--- config.mk ---
export PLATFORM = sky130hd
export DESIGN_NAME = paddle_input_ctrl
export DESIGN_NICKNAME = d
export VERILOG_FILES = /design/src/rtl/paddle_input_ctrl.sv
export SDC_FILE = /design/constraint.sdc
export NUM_CORES = 1
export LEC_CHECK = 0
export ABC_AREA = 1
export CAP_MARGIN = 30
export CORE_UTILIZATION = 60
export CTS_BUF_LIST = sky130_fd_sc_hd__clkbuf_16
export CTS_CLUSTER_SIZE = 10
export DETAILED_ROUTE_END_ITERATION = 7
export GPL_TIMING_DRIVEN = 0
export PLACE_DENSITY = 0.83
export REMOVE_ABC_BUFFERS = 1
export SYNTH_ARGS = -nofsm -noshare
export SYNTH_HDL_FRONTEND = slang
export SYNTH_SLANG_ARGS = --single-unit
--- constraint.sdc ---
create_clock -name clk -period 6.1 [get_ports clk]
set_input_delay 1.22 -clock clk [delete_from_list [all_inputs] [get_ports clk]]
set_output_delay 1.22 -clock clk [all_outputs]
set_load 0.01 [all_outputs]
--- src/rtl/paddle_input_ctrl.sv ---
// paddle_input_ctrl: synchronise, debounce and arbitrate paddle buttons into rate-limited dy pulses.
// Define AI_PLAYER_EN to let ai_mode steer the paddle toward ball_y instead of the buttons.
module paddle_input_ctrl #(
    parameter int BIT_WIDTH       = 10,
    parameter int DEBOUNCE_CYCLES = 250000,
    parameter int MOVE_DIV        = 100000,
    parameter int AI_DEADBAND     = 4
) (
    input  logic                 clk,
    input  logic                 rst,
    input  logic                 pause,
    input  logic                 btn_up,
    input  logic                 btn_down,
    input  logic                 ai_mode,
    input  logic [BIT_WIDTH-1:0] ball_y,
    input  logic [BIT_WIDTH-1:0] paddle_y,
    output logic [1:0]           dy,
    output logic                 up_lvl,
    output logic                 down_lvl
);

    localparam int DW = $clog2(DEBOUNCE_CYCLES);
    localparam int TW = $clog2(MOVE_DIV);
    localparam logic [DW-1:0] DB_LAST   = DW'(DEBOUNCE_CYCLES - 1);
    localparam logic [TW-1:0] TICK_LAST = TW'(MOVE_DIV - 1);

    typedef enum logic [1:0] {
        IDLE,
        UP,
        DOWN
    } state_t;

    // Bit 0 tracks the up button, bit 1 the down button.
    logic [1:0]          meta_q;
    logic [1:0]          sync_q;
    logic [1:0]          lvl_q;
    logic [1:0]          lvl_d;
    logic [1:0][DW-1:0]  db_cnt_q;
    logic [1:0][DW-1:0]  db_cnt_d;

    logic [TW-1:0]       tick_cnt_q;
    logic [TW-1:0]       tick_cnt_d;
    logic                tick;

    state_t              state_q;
    state_t              state_d;
    state_t              btn_next;
    logic [1:0]          dy_q;

    always_ff @(posedge clk or posedge rst) begin
        if (rst) begin
            meta_q   <= 2'b00;
            sync_q   <= 2'b00;
            lvl_q    <= 2'b00;
            db_cnt_q <= '0;
        end else begin
            meta_q   <= {btn_down, btn_up};
            sync_q   <= meta_q;
            lvl_q    <= lvl_d;
            db_cnt_q <= db_cnt_d;
        end
    end

    always_comb begin
        lvl_d    = lvl_q;
        db_cnt_d = '0;
        for (int i = 0; i < 2; i++) begin
            if (sync_q[i] != lvl_q[i]) begin
                if (db_cnt_q[i] == DB_LAST) begin
                    lvl_d[i] = sync_q[i];
                end else begin
                    db_cnt_d[i] = db_cnt_q[i] + 1'b1;
                end
            end
        end
    end

    // The move divider freezes in place while paused so the cadence resumes seamlessly.
    assign tick = (tick_cnt_q == TICK_LAST) && !pause;

    always_comb begin
        tick_cnt_d = tick_cnt_q;
        if (!pause) begin
            if (tick_cnt_q == TICK_LAST) begin
                tick_cnt_d = '0;
            end else begin
                tick_cnt_d = tick_cnt_q + 1'b1;
            end
        end
    end

    always_ff @(posedge clk or posedge rst) begin
        if (rst) begin
            tick_cnt_q <= '0;
        end else begin
            tick_cnt_q <= tick_cnt_d;
        end
    end

    always_comb begin
        btn_next = state_q;
        unique case (state_q)
            IDLE: begin
                if (lvl_q[0] && !lvl_q[1]) begin
                    btn_next = UP;
                end else if (lvl_q[1] && !lvl_q[0]) begin
                    btn_next = DOWN;
                end
            end
            UP: begin
                if (!lvl_q[0]) begin
                    btn_next = lvl_q[1] ? DOWN : IDLE;
                end
            end
            DOWN: begin
                if (!lvl_q[1]) begin
                    btn_next = lvl_q[0] ? UP : IDLE;
                end
            end
            default: btn_next = IDLE;
        endcase
    end

`ifdef AI_PLAYER_EN
    // One extra bit keeps coordinate + deadband from wrapping.
    localparam logic [BIT_WIDTH:0] BAND = (BIT_WIDTH + 1)'(AI_DEADBAND);

    logic [BIT_WIDTH:0] ball_w;
    logic [BIT_WIDTH:0] pad_w;
    state_t             ai_next;

    assign ball_w = {1'b0, ball_y};
    assign pad_w  = {1'b0, paddle_y};

    always_comb begin
        ai_next = IDLE;
        if (ball_w > pad_w + BAND) begin
            ai_next = UP;
        end else if (ball_w + BAND < pad_w) begin
            ai_next = DOWN;
        end
    end

    assign state_d = ai_mode ? ai_next : btn_next;
`else
    logic ai_unused;

    assign ai_unused = ^{ai_mode, ball_y, paddle_y};
    assign state_d   = btn_next;
`endif

    always_ff @(posedge clk or posedge rst) begin
        if (rst) begin
            state_q <= IDLE;
            dy_q    <= 2'b00;
        end else begin
            state_q <= state_d;
            dy_q    <= tick ? {state_q == DOWN, state_q == UP} : 2'b00;
        end
    end

    assign dy       = dy_q;
    assign up_lvl   = lvl_q[0];
    assign down_lvl = lvl_q[1];

endmodule

# ---- Word-level counts from Yosys, hierarchy flattened
# Cells that the tools add are included.
dict set report op_classes {
  n_addsub 3
  n_eq_ne 10
  mux 13
  n_reduce_logical 10
}
# operator n
set op_table {}
lappend op_table {{$mux 18} 4}
lappend op_table {{$add 18x1->18 const B} 2}
lappend op_table {{$eq 18x18->1 const B} 2}
lappend op_table {{$add 17x1->17 const B} 1}
lappend op_table {{$eq 17x17->1 const B} 1}
lappend op_table {{$mux 17} 1}
lappend op_table {{$mux 2} 6}
lappend op_table {{$pmux 2 s3} 1}
lappend op_table {{$ne 2x2->1 const B} 2}
lappend op_table {{$reduce_and 2->1} 2}
lappend op_table {{$logic_and 1x1->1} 3}
lappend op_table {{$logic_not 1->1} 3}
lappend op_table {{$ne 3x3->1 const B} 1}
lappend op_table {{$reduce_and 3->1} 1}
lappend op_table {{$eq 2x1->1 const B} 1}
lappend op_table {{$eq 2x2->1 const B} 1}
lappend op_table {{$logic_not 2->1} 1}
lappend op_table {{$ne 1x1->1} 2}
lappend op_table {{$mux 1} 1}
dict set report totals {
  ff_bits 63
  in_bits 26
}

# ---- Logic depth before layout (Yosys ltp)
# Gate-level depths: netlist of run 1.
dict set report depth {
  ltp_word 5
  depth_mapped 8
  ltp_nobuf 8
}

# ---- Worst setup path after synthesis of run 1
# Ideal clock, no wire load.
dict set report synth_path {
  path_kind {in2reg}
  from {input pause}
  to {register tick_cnt_q[15]}
  setup_ns 0.117
  t_arrival_ns 1.788
  required_ns 5.983
  slack_ns 4.195
  stages 8
  path_buffers 0
  cell_sequence {inv_2 -> nand3_1 -> nor2_1 -> nand2_1 -> nor2_1 -> nand2_1 -> nand2_1 -> nor2_1}
}
# element line
set synth_lines {}
lappend synth_lines {{start, declared} 11} ;# input logic pause,
lappend synth_lines {{end signal, assigned} 96} ;# tick_cnt_q <= tick_cnt_d;
lappend synth_lines {{end, declared} 41} ;# logic [TW-1:0] tick_cnt_q;

# ---- Worst setup path in the final report of run 1
dict set report layout_path {
  from {register lvl_q[0]}
  to {output up_lvl}
}
# element line
set layout_lines {}
lappend layout_lines {{start, declared} 36} ;# logic [1:0] lvl_q;
lappend layout_lines {{start signal, assigned} 59} ;# lvl_q <= lvl_d;
lappend layout_lines {{end, declared} 18} ;# output logic up_lvl,
# No word-level cell between the ends.

==> results.cfg, run 1 <==
[job]
cap_violations = 0

[sta]
max_slew.worst_pin.slew_ps = 675
finalHoldViolations = 0
finalSetupViolations = 0
finalCritPeriodShare_pct = 41.2
period_needed_ps = 2520
clock_skew_ps = 4.58
relSlewSlack_pct = 54.9
rsz0062_at_grt = no
drv_slew = 0
tns_ps = 0
fmax_mhz = 398

[synth]
syn_area_per_cell_um2 = 7.56
synth_top_area_cell = dfrtp_1
synthSimpleGateAreaFrac_pct = 35.9
syn_inst = 448
synthFlopType = dfrtp_1
async_flop_share_pct = 100
synth_compound_area_share_pct = 4.43
ys_top_cells_by_count = nand2_1 (100), nor2_1 (89), inv_1 (65), dfrtp_1 (63), nand3_1 (27)
synth_adder_area_share_pct = 1.11
synth_top_family_by_area = simple AND/OR/NAND/NOR gates
synth_area_leaders = dfrtp_1 (47%), nand2_1 (11%), nor2_1 (9.9%)
netlist.area_leader.share_pct = 46.5
synth-seq-cells = 63
synth-xor-area-share_pct = 4.10
synthDistinctLibCells = 29
yosysMostFrequentCell = nand2_1
netlist_area_um2 = 3390
seq_area_frac_synth_pct = 46.5
synth_mux_area_share_pct = 0
yosysWarnings = 0
synth_edf_count = 0

[finish]
drive_above_1_share_pct = 11.0
fill_cells = 406
multi_input_area_um2 = 1540
area_delta_synth_final_pct = 14.1
antenna_cells = 0
regArea_um2 = 1580
fin_nets = 497
fin_cells = 543

[grt]
antenna_found_initial = 0
grtUsageTotal_pct = 25.4
grt_max_degree = 34
grt_pass1_vias = 2737
globalRouteOverflowTotal = 0
grt_first_pass_wirelength_mm = 11.9

[die]
core_um2 = 5270
pin_count = 30
die_width_um = 77.1
die_h_um = 77.1
initial_core_util_pct = 64.3
die_area_um2 = 5950
std_cell_rows = 26

[outcome]
outcome = finished clean

[drt]
via_per_inst = 5.21
drt-initial-drc-count = 176
vias = 2827
wire_per_inst_um = 12.5
drtPass1Iterations = 6
drc = 0
final_antenna_net_count = 0
routed_wl_mm = 6.76

[worst_setup_path]
critPathCaptureType = output port
crit_buf_inv = 1
critPathTopFamily = buffers and inverters
path_cells = clkdlybuf4s50_1
critical_path.max_stage_delay_ps = 560
cp_max_fo = 3
rrSetupSlack_ps = 4530
worstSetupPathType = reg2out
startpoint_type = flop
cp.required_ps = 4880
arrival_ps = 1300
cpMaxStageDelayCell = clkdlybuf4s50_1

[pwr]
switching_share_pct = 25.1
pwr-share-seq_pct = 45.4
p_clk_share_pct = 45.7
p_per_area_nw_per_um2 = 274
internal-power_uw = 795
peakVddDrop_uv = 196
switchingPower_uw = 266
p_leak_uw = 0.00179
combPwrFrac_pct = 8.9

[min_path]
hp-class = reg2reg

[clock_network]
numCtsBuffers = 9
cts_sinks = 63
cts_tree = done
hold_buffers = 0
clock_latency_ps = 320
cts.path.max_buffers = 2
cts_setup_buffers = 0
cts_root_buf = clkbuf_16
path_clk_slew_ps = 50
cts_resized = 0
htreeDepth = 3

[place]
dp.cells = 527
globalplace.congestion = 0.925
dp_hpwl_mm = 4.87
numPortBuffers = 8
area by class of cell:
type | count | area share, %
Sequential cell | 63 | 40.8
Multi-Input combinational cell | 313 | 39.9
Inverter | 72 | 6.99
Clock buffer | 9 | 5.83
Timing Repair Buffer | 9 | 2.59
Tap cell | 70 | 2.27
Clock inverter | 7 | 1.65
per-layer routing:
| layer | part of all wire (%) | wire length [µm] | GRT usage (%) |
|---|---|---|---|
| met5 | 0 | 0 | 0 |
| met4 | 1.9 | 129 | 11.5 |
| met3 | 3.9 | 264 | 4.76 |
| met2 | 48 | 3230 | 42.0 |
| met1 | 46 | 3140 | 32.2 |
state kept, by name, summed over array words and instances, names as in the netlist:
| register | count |
|---|---|
| state_q | 2 |
| tick_cnt_q | 17 |
| dy | 2 |
| db_cnt_q | 36 |
| meta_q | 2 |
| sync_q | 2 |
| lvl_q | 2 |
path summary, 6_finish.rpt:
| kind | start | end | cells after the start |
|---|---|---|---|
| worst max-delay path | lvl_q[0] | up_lvl | 1 |
| worst max register to register | db_cnt_q[0] | db_cnt_q[13] | 8 |
| min in group asynchronous | rst | db_cnt_q[1] | 2 |
| max in group asynchronous | rst | tick_cnt_q[9] | 3 |
| worst min register to register | meta_q[1] | sync_q[1] | 0 |
| worst min-delay path | meta_q[1] | sync_q[1] | 0 |
logic make-up (layout without fill, tap and decap cells):
family,count (synthesis),after routing
and+or+nand+nor,268,268
buffers and inverters,72,97
xor gates and xnor gates,15,15
adders and majority gates,3,3
DFF,63,63
AOI/OAI and AO/OA,27,27
metrics by stage:
| step | hold WS, ps | power (µW) | cell area, µm² | util [%] | setup slack (ps) |
|---|---|---|---|---|---|
| CTS | 350 | 1070 | 3860 | 73.3 | 3570 |
| finish | 347 | 1060 | 3860 | 73.3 | 3580 |
| global placement | 336 | 574 | 3560 | 67.5 | 2240 |
| floorplan | 331 | 552 | 3390 | - | 3310 |
| detailed placement | 338 | 580 | 3580 | 67.9 | 3450 |
| global route | 364 | 1110 | 3860 | 73.3 | 3540 |
layout by cell type, fill, tap and decap left out, types with 2 or more instances in the layout:
cell / Yosys / layout
nand2_1: 100 / 100
nor2_1: 89 / 89
inv_1: 65 / 65
dfrtp_1: 63 / 63
nand3_1: 27 / 27
a21oi_1: 11 / 11
xor2_1: 11 / 11
nor2_2: 10 / 10
nand4_1: 9 / 9
nor3_1: 9 / 9
clkbuf_16: 0 / 9
inv_2: 7 / 8
clkdlybuf4s50_1: 0 / 8
nand2_2: 7 / 7
o21ai_0: 6 / 6
nor2_4: 5 / 5
a31oi_1: 4 / 4
o21bai_1: 4 / 4
nand3_2: 4 / 4
xnor2_1: 3 / 3
ha_1: 3 / 3
o21ai_1: 2 / 2
clkinv_2: 0 / 2
power by group through the flow:
stage	Sequential (µW)	Clock [µW]	Combinational (µW)
final	482	485	93.8
after floorplan	478	0	74.2
after global placement	486	0	87.9
after CTS	481	494	95.3
after detailed placement	486	0	94.5
after global routing	485	516	109
Note: power is estimated with default switching activity, not from simulation.
==> run 2, diff against run 1 <==
--- a/config.mk
+++ b/config.mk
@@ -7,12 +7,12 @@
 export LEC_CHECK = 0
 export ABC_AREA = 1
 export CAP_MARGIN = 30
-export CORE_UTILIZATION = 60
+export CORE_UTILIZATION = 58
 export CTS_BUF_LIST = sky130_fd_sc_hd__clkbuf_16
 export CTS_CLUSTER_SIZE = 10
 export DETAILED_ROUTE_END_ITERATION = 7
 export GPL_TIMING_DRIVEN = 0
-export PLACE_DENSITY = 0.83
+export PLACE_DENSITY = 0.8
 export REMOVE_ABC_BUFFERS = 1
 export SYNTH_ARGS = -nofsm -noshare
 export SYNTH_HDL_FRONTEND = slang
==> constraint.sdc (replaced) <==
create_clock -name clk -period 2.43 [get_ports clk]
set_input_delay 0.486 -clock clk [delete_from_list [all_inputs] [get_ports clk]]
set_output_delay 0.486 -clock clk [all_outputs]
set_load 0.01 [all_outputs]
==> results.cfg, run 2 (same netlist as run 1, synthesis figures left out) <==
[outcome]
outcome = finished clean

[place]
pre_cts_slack_ps = 516
numPortBuffers = 8
dp_hpwl_mm = 4.66
globalplace.congestion = 0.888
placed_cell_area_um2 = 3580
dp.cells = 529

[min_path]
hp-class = reg2reg
worstHoldStart = meta_q[1]

[pwr]
switching_share_pct = 24.0
p_leak_uw = 0.00180
combPwrFrac_pct = 8.6
p_clk_share_pct = 47.6
switchingPower_uw = 658
peakVddDrop_uv = 528
pwr-share-seq_pct = 43.8
internal-power_uw = 2090
p_per_area_nw_per_um2 = 708

[die]
die_h_um = 78.4
die_area_um2 = 6150
std_cell_rows = 27
core_um2 = 5570
initial_core_util_pct = 60.8
pin_count = 30
die_width_um = 78.4

[worst_setup_path]
cpMaxStageDelayCell = clkdlybuf4s50_1
crit_buf_inv = 1
cp.required_ps = 1940
critPathCaptureType = output port
startpoint_type = flop
critical_path.max_stage_delay_ps = 570
critPathTopFamily = buffers and inverters
worstSetupPathType = reg2out
arrival_ps = 1340
cp_max_fo = 3
path_cells = clkdlybuf4s50_1
r2r_start = db_cnt_q[0]
startpoint = lvl_q[0]

[finish]
drive_above_1_share_pct = 10.4
largest_reg_flops = 36
area_delta_synth_final_pct = 14.6
mostFrequentLayoutCells = nand2_1 (100), nor2_1 (89), inv_1 (65)
top_register = db_cnt_q
mostFrequentLayoutCell = nand2_1
post-route-util_pct = 69.7
fin_cells = 545
fin_nets = 497
top_regs = db_cnt_q x36, tick_cnt_q x17
stdcell_area_um2 = 3880
antenna_cells = 0

[grt]
grtUsageTotal_pct = 25.6
grt_max_degree = 40
antenna_found_initial = 0
grt_first_pass_wirelength_mm = 12.0
grt_pass1_vias = 2768
globalRouteOverflowTotal = 0

[drt]
final_antenna_net_count = 0
drc = 0
via_per_inst = 5.19
dr.max_layer_used = met4
routed_wl_mm = 6.61
drt-initial-drc-count = 138
met2_length_mm = 3.32
wl_met3_um = 234
wire_per_inst_um = 12.1
vias = 2828
met1_length_mm = 2.94
drtPass1Iterations = 4

[clock_network]
cts_tree = done
htreeDepth = 3
clock_latency_ps = 330
cts_setup_buffers = 0
cts_resized = 0
cts.path.max_buffers = 2
hold_buffers = 0
numCtsBuffers = 9
path_clk_slew_ps = 50
cts_root_buf = clkbuf_16
cts_sinks = 63

[sta]
holdWs_ps = 347
finalHoldViolations = 0
rsz0062_at_grt = no
clock_skew_ps = 4.69
period_needed_ps = 1820
fmax_mhz = 548
drv_slew = 0
relSlewSlack_pct = 63.6
finalSetupViolations = 0
finalCritPeriodShare_pct = 75.1
fin_ws_ps = 605
max_slew.worst_pin.slew_ps = 544

[job]
cap_violations = 0
-- run 2: layer usage --
layer  track usage, %  vias up
li1                 -     1440
met1             30.8     1323
met2             43.4       51
met4             9.26        0
met5                0        -
met3             7.44       14
-- run 2: final timing paths --
kind / endpoint / slack (ps) / depth (start not counted)
min in group asynchronous: sync_q[0] / 520 / 2
hold reg to reg: sync_q[1] / 350 / 0
setup / recovery: up_lvl / 610 / 1
setup reg to reg: db_cnt_q[13] / 860 / 8
hold / removal: sync_q[1] / 350 / 0
max in group asynchronous: db_cnt_q[5] / 1310 / 3
-- run 2: per-stage QoR --
stage               total power, µW  TNS (ps)
global placement               1440    -44160
global route                   2860         0
floorplan                      1390         0
finish                         2750         0
detailed placement             1450         0
CTS                            2780         0
-- run 2: area by class of cell --
cell class,instances,area [µm²]
multi-input cells,313,1540
repair buffers,9,100
clock buffers,9,225
flip-flops and latches,63,1580
well taps,72,90.1
inverters,72,270
clock inverters,7,78.8
fillers,442,1690
-- run 2: power by group through the flow --
| stage | combinational, µW | sequential, µW | clock [µW] |
|---|---|---|---|
| 6_report | 236 | 1200 | 1310 |
| 2_1_floorplan | 186 | 1200 | 0 |
| 5_1_grt | 275 | 1210 | 1370 |
| 4_1_cts | 239 | 1200 | 1330 |
| 3_3_place_gp | 221 | 1220 | 0 |
| 3_5_place_dp | 235 | 1220 | 0 |
